<file path="src/rtl/dds_pkg.sv">
// Shared types and constants for the DDS quarter-wave LUT sequencer.
// Defines FSM states, polarity codes, quadrant codes and default widths.
package dds_pkg;

  localparam int ADDR_W_DEF  = 8;
  localparam int DATA_W_DEF  = 7;
  localparam int PHASE_W_DEF = 10;
  localparam int OUT_W_DEF   = 8;
  localparam int MIDSCALE    = 1 << (OUT_W_DEF - 1);

  typedef enum logic [1:0] {
    ST_IDLE    = 2'd0,
    ST_WRITE   = 2'd1,
    ST_FETCH   = 2'd2,
    ST_CAPTURE = 2'd3
  } state_t;

  typedef enum logic {
    POL_POS = 1'b0,
    POL_NEG = 1'b1
  } pol_t;

  typedef enum logic [1:0] {
    Q0 = 2'd0,
    Q1 = 2'd1,
    Q2 = 2'd2,
    Q3 = 2'd3
  } quad_t;

  function automatic int midscale_of(input int w);
    return 1 << (w - 1);
  endfunction

endpackage

</file>
<file path="src/rtl/dds_phase_acc.sv">
// Phase accumulator with phase load and per-sample step add.
// Decodes the quarter-wave LUT address and output polarity from the current phase.
module dds_phase_acc
  import dds_pkg::*;
#(
  parameter int ADDR_W  = ADDR_W_DEF,
  parameter int PHASE_W = PHASE_W_DEF
) (
  input  logic               clk,
  input  logic               rst,
  input  logic               set_phase,
  input  logic               advance,
  input  logic [PHASE_W-1:0] phase,
  input  logic [PHASE_W-1:0] step,
  output logic [ADDR_W-1:0]  addr,
  output pol_t               pol
);

  logic [PHASE_W-1:0] acc;
  quad_t              q;
  logic [ADDR_W-1:0]  idx;

  // A phase load wins over a same-cycle step add.
  always_ff @(posedge clk) begin
    if (rst) begin
      acc <= '0;
    end else if (set_phase) begin
      acc <= phase;
    end else if (advance) begin
      acc <= acc + step;
    end
  end

  always_comb begin
    q    = quad_t'(acc[PHASE_W-1 -: 2]);
    idx  = acc[ADDR_W-1:0];
    addr = idx;
    pol  = POL_POS;
    case (q)
      Q0: addr = idx;
      Q1: addr = ~idx;
      Q2: pol = POL_NEG;
      Q3: begin
        addr = ~idx;
        pol  = POL_NEG;
      end
      default: addr = idx;
    endcase
  end

endmodule

</file>
<file path="src/rtl/dds_seq_ctrl.sv">
// DDS sequencer: arbitrates the single-port sine LUT between host writes and
// per-tick playback fetches, and forms the offset-binary sine output.
module dds_seq_ctrl
  import dds_pkg::*;
#(
  parameter int ADDR_W  = ADDR_W_DEF,
  parameter int DATA_W  = DATA_W_DEF,
  parameter int PHASE_W = PHASE_W_DEF,
  parameter int OUT_W   = OUT_W_DEF
) (
  input  logic               src_clk,
  input  logic               rst,
  input  logic               ena,
  input  logic               tick,
  input  logic               set_phase,
  input  logic [PHASE_W-1:0] phase,
  input  logic [PHASE_W-1:0] step,
  input  logic               wr_req,
  input  logic [ADDR_W-1:0]  wr_addr,
  input  logic [DATA_W-1:0]  wr_data,
  output logic               wr_ack,
  output logic [ADDR_W-1:0]  mem_addr,
  output logic               mem_we,
  output logic [DATA_W-1:0]  mem_wdata,
  input  logic [DATA_W-1:0]  mem_rdata,
  output logic [OUT_W-1:0]   sinwave,
  output logic               sample_valid,
  output logic               miss,
  output logic [1:0]         dbg_state
);

  localparam logic [OUT_W-1:0] MID = OUT_W'(midscale_of(OUT_W));

  state_t            state, next_state;
  logic              pending, pending_next, miss_next;
  logic              write_go, fetch_go, tick_en, tick_defer;
  logic [ADDR_W-1:0] lut_addr;
  pol_t              lut_pol, pol_q;
  logic [OUT_W-1:0]  mag;

  dds_phase_acc #(
    .ADDR_W (ADDR_W),
    .PHASE_W(PHASE_W)
  ) u_acc (
    .clk      (src_clk),
    .rst      (rst),
    .set_phase(set_phase),
    .advance  (fetch_go),
    .phase    (phase),
    .step     (step),
    .addr     (lut_addr),
    .pol      (lut_pol)
  );

  assign tick_en   = tick & ena;
  assign mag       = OUT_W'(mem_rdata);
  assign dbg_state = state;

  always_comb begin
    next_state = state;
    write_go   = 1'b0;
    fetch_go   = 1'b0;
    case (state)
      ST_IDLE: begin
        if (wr_req) begin
          next_state = ST_WRITE;
          write_go   = 1'b1;
        end else if (tick_en || pending) begin
          next_state = ST_FETCH;
          fetch_go   = 1'b1;
        end
      end
      ST_WRITE:   next_state = ST_IDLE;
      ST_FETCH:   next_state = ST_CAPTURE;
      ST_CAPTURE: next_state = ST_IDLE;
      default:    next_state = ST_IDLE;
    endcase
  end

  // A tick that cannot start a fetch is parked in the one-deep pending slot.
  // If a fetch serves the pending sample while a fresh tick arrives, the
  // fresh tick takes over the slot so no tick is lost silently.
  always_comb begin
    tick_defer   = tick_en && ((state != ST_IDLE) || wr_req);
    pending_next = pending;
    miss_next    = 1'b0;
    if (tick_defer) begin
      if (pending) miss_next = 1'b1;
      else         pending_next = 1'b1;
    end else if (fetch_go) begin
      pending_next = pending && tick_en;
    end
  end

  always_ff @(posedge src_clk) begin
    if (rst) begin
      state        <= ST_IDLE;
      pending      <= 1'b0;
      miss         <= 1'b0;
      wr_ack       <= 1'b0;
      mem_we       <= 1'b0;
      mem_addr     <= '0;
      mem_wdata    <= '0;
      pol_q        <= POL_POS;
      sinwave      <= MID;
      sample_valid <= 1'b0;
    end else begin
      state        <= next_state;
      pending      <= pending_next;
      miss         <= miss_next;
      wr_ack       <= write_go;
      mem_we       <= write_go;
      sample_valid <= (state == ST_CAPTURE);
      if (write_go) begin
        mem_addr  <= wr_addr;
        mem_wdata <= wr_data;
      end else if (fetch_go) begin
        mem_addr <= lut_addr;
        pol_q    <= lut_pol;
      end
      if (state == ST_CAPTURE) begin
        sinwave <= (pol_q == POL_POS) ? (MID + mag) : (MID - mag);
      end
    end
  end

endmodule

</file>
<file path="config.mk">
export PLATFORM = sky130hd
export DESIGN_NAME = dds_seq_ctrl
export DESIGN_NICKNAME = d
export VERILOG_FILES = /design/src/rtl/dds_pkg.sv /design/src/rtl/dds_phase_acc.sv /design/src/rtl/dds_seq_ctrl.sv
export SDC_FILE = /design/constraint.sdc
export NUM_CORES = 1
export LEC_CHECK = 0
export BUFFER_PORTS_ARGS = -buffer_cell sky130_fd_sc_hd__clkbuf_2
export CELL_PAD_IN_SITES_DETAIL_PLACEMENT = 1
export CELL_PAD_IN_SITES_GLOBAL_PLACEMENT = 1
export CORE_MARGIN = 2
export CORE_UTILIZATION = 35
export DETAILED_ROUTE_END_ITERATION = 12
export GPL_ROUTABILITY_DRIVEN = 0
export PLACE_DENSITY_LB_ADDON = 0.1
export SYNTH_ARGS = -nofsm -noshare
export SYNTH_HDL_FRONTEND = slang
export SYNTH_SLANG_ARGS = --single-unit
</file>
<file path="constraint.sdc">
create_clock -name src_clk -period 2.5 [get_ports src_clk]
set_input_delay 0.25 -clock src_clk [delete_from_list [all_inputs] [get_ports src_clk]]
set_output_delay 0.25 -clock src_clk [all_outputs]
set_load 0.05 [all_outputs]
</file>
==> flow_metrics.tcl, run 1 <==
set metrics [dict create \
    crit_arrival_ns 2.33 \
    core_area_um2 6030 \
    min_period_ns 2.17 \
    clock-sinks 40 \
    numCtsBuffers 5 \
    clockBufferDepth 2 \
    max-vdd-ir-drop_mv 0.350 \
    synthCells 275 \
    synthesis.area_um2 2210 \
    clk_pin_slew_ns 0.09 \
    antenna_found_initial 0 \
    r2r_end "u_acc.acc[9]$_SDFFE_PP0P_" \
    dr_total_vias 2163 \
    slew_viol_final 0 \
    min_path_cells 3 \
    drtPass1Iterations 4 \
    holdBufCountCts 0 \
    wl_per_cell_um 14.5 \
    grt_usage 0.172 \
    reg2reg_depth 6 \
    rsz0062_at_grt "false" \
    die_w_um 83.4 \
    slew_headroom 0.420 \
    setup_viol 0 \
    htreeDepth 2 \
    synthDistinctLibCells 44 \
    nets 401 \
    dieArea_um2 6960 \
    reg2reg_from "u_acc.acc[6]$_SDFFE_PP0P_" \
    async_flop_share 0 \
    crit_fanout 7 \
    avgViaCountPerCell 5.17 \
    antenna_left 0 \
    holdCritStartpoint "wr_data[0]" \
    synthToLayoutAreaGrowth_pct 24.4 \
    diodes 0 \
    postCtsSetupBuffers 0 \
    routed_wl_mm 6.08 \
    pre_cts_ws_ns 0.304 \
    synth-seq-area-share 0.363 \
    final_core_util 0.456 \
    synth_nets 334 \
    die_h_um 83.4 \
    fin_worst_skew_ns 0.00944 \
    ys_ff_latch 40 \
    grt_pass1_vias 2108 \
    min_to "mem_wdata[0]$_SDFFE_PP0P_" \
    worst_pin_slew_ns 0.870 \
    pin_count 77 \
    ys.flop_type "dfxtp_1" \
    cp.required_ns 2.67 \
    tns_ns 0 \
    insertion_delay_ns 0.29 \
    powerDensity_nw_per_um2 612 \
    period_share 0.866 \
    initial_utilization 0.366 \
    final_hold_viol_count 0 \
    grt-ovfl-total 0 \
    end_kind "register" \
    finalPower_mw 1.68 \
    cap_violations 0 \
    ys_warn_count 0 \
    dp_hpwl_mm 4.47 \
    fmax_mhz 462 \
    num_rows 28 \
    cts_root_buf "clkbuf_8" \
    syn_avg_cell_area_um2 8.03 \
    p_leak_nw 1.17 \
    r2r_slack_ns 0.33 \
    outcome "finished clean" \
    post_cts_resized 0 \
    synth_edf_count 0 \
    grt_first_pass_wirelength_mm 9.94 \
    critPathKind "register to register" \
    worstHoldPathType "input port to register" \
    drc_errors 0 \
    final.setup.worst_slack_ns 0.335 \
    drt_iter0_drc 50 \
    layout-drive-gt1-share 0.262 \
    grt_start_max_net_pins 42 \
    port_buffers 76 \
    critPathLaunchType "register" \
    cts_tree "done" \
]
==> placed cells by master, fill, tap and decap left out, types with 7 or more instances in the layout <==
master and instances:
clkbuf_2 76, dfxtp_1 40, a211oi_1 8, nor2_1 16, nor2b_1 7, nand2_1 50, a21oi_1 32, xnor2_1 10
o211ai_1 8, ha_1 10, nor3_1 8
==> layout make-up <==
class / instances / area [um2]
flip-flops and latches: 40 / 801
inverters: 6 / 22.5
well taps: 75 / 93.8
repair buffers: 80 / 410
clock buffers: 5 / 68.8
multi-input cells: 209 / 1310
fillers: 763 / 3280
clock inverters: 3 / 46.3
==> worst max-delay path, stage by stage, from the launching register on <==
cell       delay [ns]
dfxtp_1          0.34
ha_1             0.38
a21oi_1          0.28
o21ai_0          0.14
a221o_1          0.32
a211o_1          0.23
a2111oi_1        0.34
==> cell usage after synthesis, drive strengths merged (2+ instances only) <==
cell,instances,area [um2]
ha,10,125
and3,2,12.5
nor4,2,12.5
nand3b,2,15.0
buf,5,26.3
o31ai,2,15.0
nand4,2,12.5
dfxtp,40,801
mux2i,3,30.0
and2,5,31.3
xor2,4,35.0
a211o,3,26.3
a21oi,32,160
nand3,3,15.0
o211ai,8,60.1
a21o,6,45.0
nor3,9,56.3
xnor2,10,87.6
o21ai,3,15.0
nand2b,3,18.8
inv,6,22.5
nor2b,8,50.1
nor2,16,60.1
a211oi,8,60.1
a2111oi,4,36.3
nand2,50,188
clkbuf,15,56.3
nor4b,3,26.3
==> worst max-delay path by stage <==
stage                                         start                         to  slack (ns)  cells past startpoint
after floorplan           u_acc.acc[6]$_SDFFE_PP0P_  u_acc.acc[9]$_SDFFE_PP0P_        0.60                      6
after global placement                      step[6]  u_acc.acc[9]$_SDFFE_PP0P_        0.45                      7
after detailed placement                    step[6]  u_acc.acc[9]$_SDFFE_PP0P_        0.30                      7
after CTS                 u_acc.acc[6]$_SDFFE_PP0P_  u_acc.acc[9]$_SDFFE_PP0P_        0.30                      6
after global routing      u_acc.acc[6]$_SDFFE_PP0P_  u_acc.acc[9]$_SDFFE_PP0P_        0.22                      6
final                     u_acc.acc[6]$_SDFFE_PP0P_  u_acc.acc[9]$_SDFFE_PP0P_        0.33                      6
==> routing by layer <==
layer,part of all wire,up-vias,track usage
met3,0.045,8,0.0308
met4,0.014,0,0.0440
met2,0.45,54,0.281
met1,0.49,996,0.235
li1,-,1105,-
met5,0,-,0
==> kinds of logic after synthesis <==
logic type | share of synthesized area
multiplexers | 0.0136
flip-flops | 0.363
buffers and inverters | 0.0476
adder cells (fa/ha/maj) | 0.0703
AO/OA/AOI/OAI | 0.218
AND/OR/NAND/NOR | 0.233
XOR/XNOR | 0.0555
==> where the power goes <==
part	leakage, nW	internal, mW	switching [mW]
combinational	0.791	0.148	0.269
clock	0.0548	0.301	0.256
sequential	0.328	0.676	0.0301
total	1.17	1.13	0.555
==> state kept, by name, indices dropped and copies added, names as in the netlist, 2 cells and up <==
name and count:
u_acc.acc 10, mem_addr 8, sinwave 8, mem_wdata 7, dbg_state 2
==> metrics by stage <==
stage / instances / instance area (um2) / hold WS, ns
after floorplan: 275 / 2210 / 0.386
after global placement: 410 / 2630 / 0.443
after detailed placement: 410 / 2630 / 0.450
after CTS: 418 / 2750 / 0.159
after global routing: 418 / 2750 / 0.157
final: 418 / 2750 / 0.164
Power figures use the tool's default switching activity.
==> inputs of run 2 (changes only) <==
==> constraint.sdc (replaced) <==
create_clock -name src_clk -period 2.5 [get_ports src_clk]
set_input_delay 0.375 -clock src_clk [delete_from_list [all_inputs] [get_ports src_clk]]
set_output_delay 0.375 -clock src_clk [all_outputs]
set_load 0.05 [all_outputs]
==> run 2 against run 1 <==
Sequential power hardly changed; largest cell class unchanged; setup slack worse by 0.0073 ns; power is 4.9% lower; non-clock buffer count is 2 higher; sequential share of layout area hardly changed; largest power group unchanged.
==> flow_metrics.tcl, run 2 (synthesis results as in run 1) <==
set metrics [dict create \
    r2r_slack_ns 0.33 \
    clockBufferDepth 2 \
    core_area_um2 6030 \
    path_delay_family "compound AO/OA/AOI/OAI gates" \
    outcome "finished clean" \
    reg2reg_from "u_acc.acc[6]$_SDFFE_PP0P_" \
    reg_top3 "u_acc.acc: 10 flops, mem_addr: 8 flops, sinwave: 8 flops" \
    cp.required_ns 2.68 \
    nets 403 \
    fillers 771 \
    drtPass1Iterations 4 \
    crit_slowest_cell "ha_1" \
    crit_fanout 7 \
    grt_pass1_vias 2227 \
    post_cts_resized 0 \
    fin_worst_skew_ns 0.00535 \
    path_cells "ha_1, a21oi_1, o21ai_0, a221o_1, a211o_1, a2111oi_1" \
    postCtsSetupBuffers 0 \
    reg2reg_depth 6 \
    grt_first_pass_wirelength_mm 10.3 \
    insertion_delay_ns 0.29 \
    layout-drive-gt1-share 0.267 \
    die_h_um 83.4 \
    htreeDepth 2 \
    die_w_um 83.4 \
    pin_count 77 \
    startpoint "u_acc.acc[6]$_SDFFE_PP0P_" \
    slew_headroom 0.528 \
    layout_commonest_cell "clkbuf_2" \
    crit_end "u_acc.acc[9]$_SDFFE_PP0P_" \
    p_leak_nw 1.17 \
    routed_wl_mm 6.08 \
    powerDensity_nw_per_um2 582 \
    fmax_mhz 460 \
    largest-register "u_acc.acc" \
    holdCritStartpoint "wr_data[2]" \
    num_rows 28 \
    drt_iter0_drc 37 \
    initial_utilization 0.366 \
    slew_viol_final 0 \
    r2r_end "u_acc.acc[9]$_SDFFE_PP0P_" \
    critPathLaunchType "register" \
    drc_errors 0 \
    finalPower_mw 1.60 \
    regArea_um2 801 \
    cts_root_buf "clkbuf_8" \
    final_hold_viol_count 0 \
    most-common-layout-cells "76 x clkbuf_2, 50 x nand2_1, 40 x dfxtp_1" \
    avgViaCountPerCell 5.20 \
    critPathKind "register to register" \
    grt_start_max_net_pins 32 \
    worst_pin_slew_ns 0.708 \
    crit_buf_inv 0 \
    worstHoldPathType "input port to register" \
    multi_input_area_um2 1310 \
    grt-ovfl-total 0 \
    synthToLayoutAreaGrowth_pct 24.3 \
    cpPeakStageDelay_ns 0.38 \
    setup_viol 0 \
    min_period_ns 2.17 \
    clk_pin_slew_ns 0.09 \
    dieArea_um2 6960 \
    wl_per_cell_um 14.5 \
    end_kind "register" \
    crit_arrival_ns 2.35 \
    numCtsBuffers 5 \
    rsz0062_at_grt "false" \
    clock-sinks 40 \
    crit_cells 6 \
    grt_usage 0.177 \
    dr_total_vias 2182 \
    max-vdd-ir-drop_mv 0.218 \
    largest_register_ffs 10 \
    dp_hpwl_mm 4.61 \
    diodes 0 \
    antenna_found_initial 0 \
    holdBufCountCts 0 \
    cts_tree "done" \
    cap_violations 0 \
    port_buffers 76 \
    tns_ns 0 \
    antenna_left 0 \
    period_share 0.869 \
]
## run 2: metal layers
metal  routed length [um]  GRT usage  part of all wire  vias up
li1                     -          -                 -     1103
met1                 2880      0.230              0.47     1017
met2                 2860      0.300              0.47       55
met3                  262     0.0288             0.043        7
met4                   76     0.0543             0.013        0
met5                    0          0                 0        -
## run 2: report_power, final
part | internal [mW] | switching, mW | total (mW)
clock | 0.224 | 0.247 | 0.471
sequential | 0.676 | 0.0309 | 0.707
combinational | 0.150 | 0.269 | 0.420
## run 2: cell type report
cell class | count | area share
multi-input combinational | 209 | 0.475
timing repair buffer | 82 | 0.155
sequential | 40 | 0.292
tap | 75 | 0.0342
clock buffer | 6 | 0.0301
inverter | 6 | 0.00820
clock inverter | 2 | 0.00547
## run 2: how the worst min path moves through the flow
stage | to | slack, ns | cells after the start
detailed placement | mem_wdata[2]$_SDFFE_PP0P_ | 0.45 | 2
global route | mem_addr[6]$_SDFFE_PP0P_ | 0.29 | 3
global placement | mem_wdata[2]$_SDFFE_PP0P_ | 0.44 | 2
finish | mem_wdata[2]$_SDFFE_PP0P_ | 0.30 | 3
floorplan | miss$_SDFF_PP0_ | 0.44 | 2
CTS | mem_addr[5]$_SDFFE_PP0P_ | 0.29 | 3
## run 2: per-stage QoR
step	setup slack (ns)	util	area (um2)	instances	hold slack (ns)
after floorplan	0.532	-	2210	275	0.440
final	0.328	0.456	2750	420	0.301
after global routing	0.196	0.456	2750	420	0.293
after detailed placement	0.209	0.439	2650	412	0.451
after global placement	0.335	0.439	2650	412	0.443
after CTS	0.317	0.456	2750	420	0.291
## run 2: tightest hold or removal path, stage by stage
cell and delay [ns]:
clkbuf_2 0.08, nand2_1 0.04, a21oi_1 0.05
==> inputs of run 3 (changes only) <==
- CORE_UTILIZATION: 35 -> 32
- CTS_CLUSTER_DIAMETER: unset -> 150
- clock period: 2.5 -> 1.99 ns (I/O delays scaled with it)
==> run 3 against run 2 <==
Via count increased by 4.1%; critical endpoint unchanged; largest power group unchanged; setup slack worse by 0.24 ns; critical path type unchanged; critical path depth is the same; sequential share of layout area is 2.7 points lower.
==> flow_metrics.tcl, run 3 (synthesis results as in run 1) <==
set metrics [dict create \
    cts_root_buf "clkbuf_8" \
    finalInstanceArea_um2 3040 \
    most-common-layout-cells "76 x clkbuf_2, 50 x nand2_1, 37 x dfxtp_1" \
    final_core_util 0.452 \
    worst_pin_slew_ns 0.618 \
    holdCritStartpoint "wr_data[5]" \
    numCtsBuffers 5 \
    worstHoldPathType "input port to register" \
    instances_no_fill 443 \
    period_share 0.958 \
    setup_viol 0 \
    min_path_cells 3 \
    dr_total_vias 2272 \
    num_rows 30 \
    r2r_slack_ns 0.08 \
    placedCellCount 434 \
    diodes 0 \
    clock-sinks 40 \
    fillers 847 \
    grt_usage 0.174 \
    fmax_mhz 524 \
    critPathKind "register to register" \
    die_w_um 87.1 \
    p_leak_nw 1.30 \
    power_switching_mw 0.728 \
    seq_power_share 0.403 \
    slew_headroom 0.588 \
    outcome "finished clean" \
    tns_ns 0 \
    pin_count 77 \
    antenna_found_initial 0 \
    clockBufferDepth 2 \
    min_period_ns 1.91 \
    drc_errors 0 \
    reg2reg_depth 6 \
    combPwrFrac 0.282 \
    cts_tree "done" \
    die_h_um 87.1 \
    holdBufCountCts 0 \
    reg2reg_from "u_acc.acc[1]$_SDFFE_PP0P_" \
    drt_iter0_drc 45 \
    crit_fanout 4 \
    dieArea_um2 7580 \
    routed_wl_mm 6.37 \
    port_buffers 76 \
    grt_pass1_vias 2224 \
    core_area_um2 6720 \
    dp_hpwl_mm 4.81 \
    grt_first_pass_wirelength_mm 10.3 \
    p_sw_frac 0.331 \
    initial_utilization 0.329 \
    r2r_end "u_acc.acc[9]$_SDFFE_PP0P_" \
    clk_pin_slew_ns 0.09 \
    min_to "mem_wdata[5]$_SDFFE_PP0P_" \
    end_kind "register" \
    nets 421 \
    largest_register_ffs 10 \
    grt-ovfl-total 0 \
    dpl-instance-area_um2 2790 \
    insertion_delay_ns 0.30 \
    internal-power_mw 1.47 \
    cp.required_ns 2.19 \
    reg_top3 "u_acc.acc: 10 flops, mem_addr: 8 flops, sinwave: 8 flops" \
    crit_arrival_ns 2.11 \
    layout-drive-gt1-share 0.358 \
    slew_viol_final 0 \
    synthToLayoutAreaGrowth_pct 37.6 \
    cap_violations 0 \
    max-vdd-ir-drop_mv 0.324 \
    pre_cts_ws_ns -0.266 \
    grt_start_max_net_pins 28 \
    drtPass1Iterations 4 \
    powerDensity_nw_per_um2 724 \
    avgViaCountPerCell 5.13 \
    final_hold_viol_count 0 \
    critPathLaunchType "register" \
    antenna_left 0 \
    wl_per_cell_um 14.4 \
    htreeDepth 2 \
    clkPwrFrac 0.315 \
    final.setup.worst_slack_ns 0.0830 \
    largest-register "u_acc.acc" \
    layout_commonest_cell "clkbuf_2" \
    fin_worst_skew_ns 0.00526 \
]
## run 3: metrics by stage
stage / hold WS, ns / power, mW
2_1_floorplan: 0.435 / 1.28
3_3_place_gp: 0.441 / 1.48
3_5_place_dp: 0.452 / 1.49
4_1_cts: 0.206 / 2.19
5_1_grt: 0.213 / 2.32
6_report: 0.210 / 2.20
## run 3: power groups by stage
stage / logic, mW / registers [mW] / clock network, mW
floorplan: 0.271 / 1.01 / 0
global placement: 0.574 / 0.902 / 0
detailed placement: 0.586 / 0.903 / 0
CTS: 0.596 / 0.884 / 0.711
global route: 0.690 / 0.893 / 0.734
finish: 0.621 / 0.886 / 0.692
## run 3: final cells by class
class,count,area (um2),area share
tap,80,100,0.0329
clock buffer,5,68.8,0.0227
inverter,6,22.5,0.00741
timing repair buffer,100,573,0.189
sequential,40,805,0.265
multi-input combinational,209,1430,0.470
clock inverter,3,42.5,0.0140
## run 3: critical path, stage by stage (launching register included)
cell	delay (ns)
dfxtp_2	0.36
ha_1	0.28
a21o_1	0.13
nand4_1	0.24
and2_4	0.24
a211o_1	0.26
a2111oi_2	0.29
## run 3: repair_timing
item,4_1_cts,5_1_grt
pin swaps,3,8
buffers inserted,0,1
setup endpoints to repair,3,4
endpoints found under the hold margin,0,0
resized for setup,5,21
## run 3: how the worst max path moves through the flow
stage,to,start,cells after the start
floorplan,u_acc.acc[9]$_SDFFE_PP0P_,u_acc.acc[6]$_SDFFE_PP0P_,6
CTS,u_acc.acc[9]$_SDFFE_PP0P_,u_acc.acc[4]$_SDFFE_PP0P_,6
detailed placement,u_acc.acc[6]$_SDFFE_PP0P_,step[0],8
global route,u_acc.acc[9]$_SDFFE_PP0P_,u_acc.acc[4]$_SDFFE_PP0P_,6
global placement,u_acc.acc[4]$_SDFFE_PP0P_,step[0],8
finish,u_acc.acc[9]$_SDFFE_PP0P_,u_acc.acc[1]$_SDFFE_PP0P_,6
## run 3: metal layers
| metal | GRT usage | vias to the layer above | share of wire |
|---|---|---|---|
| met5 | 0 | - | 0 |
| met4 | 0.0568 | 0 | 0.015 |
| met3 | 0.0398 | 10 | 0.048 |
| met2 | 0.298 | 48 | 0.47 |
| met1 | 0.214 | 1076 | 0.46 |
| li1 | - | 1138 | - |
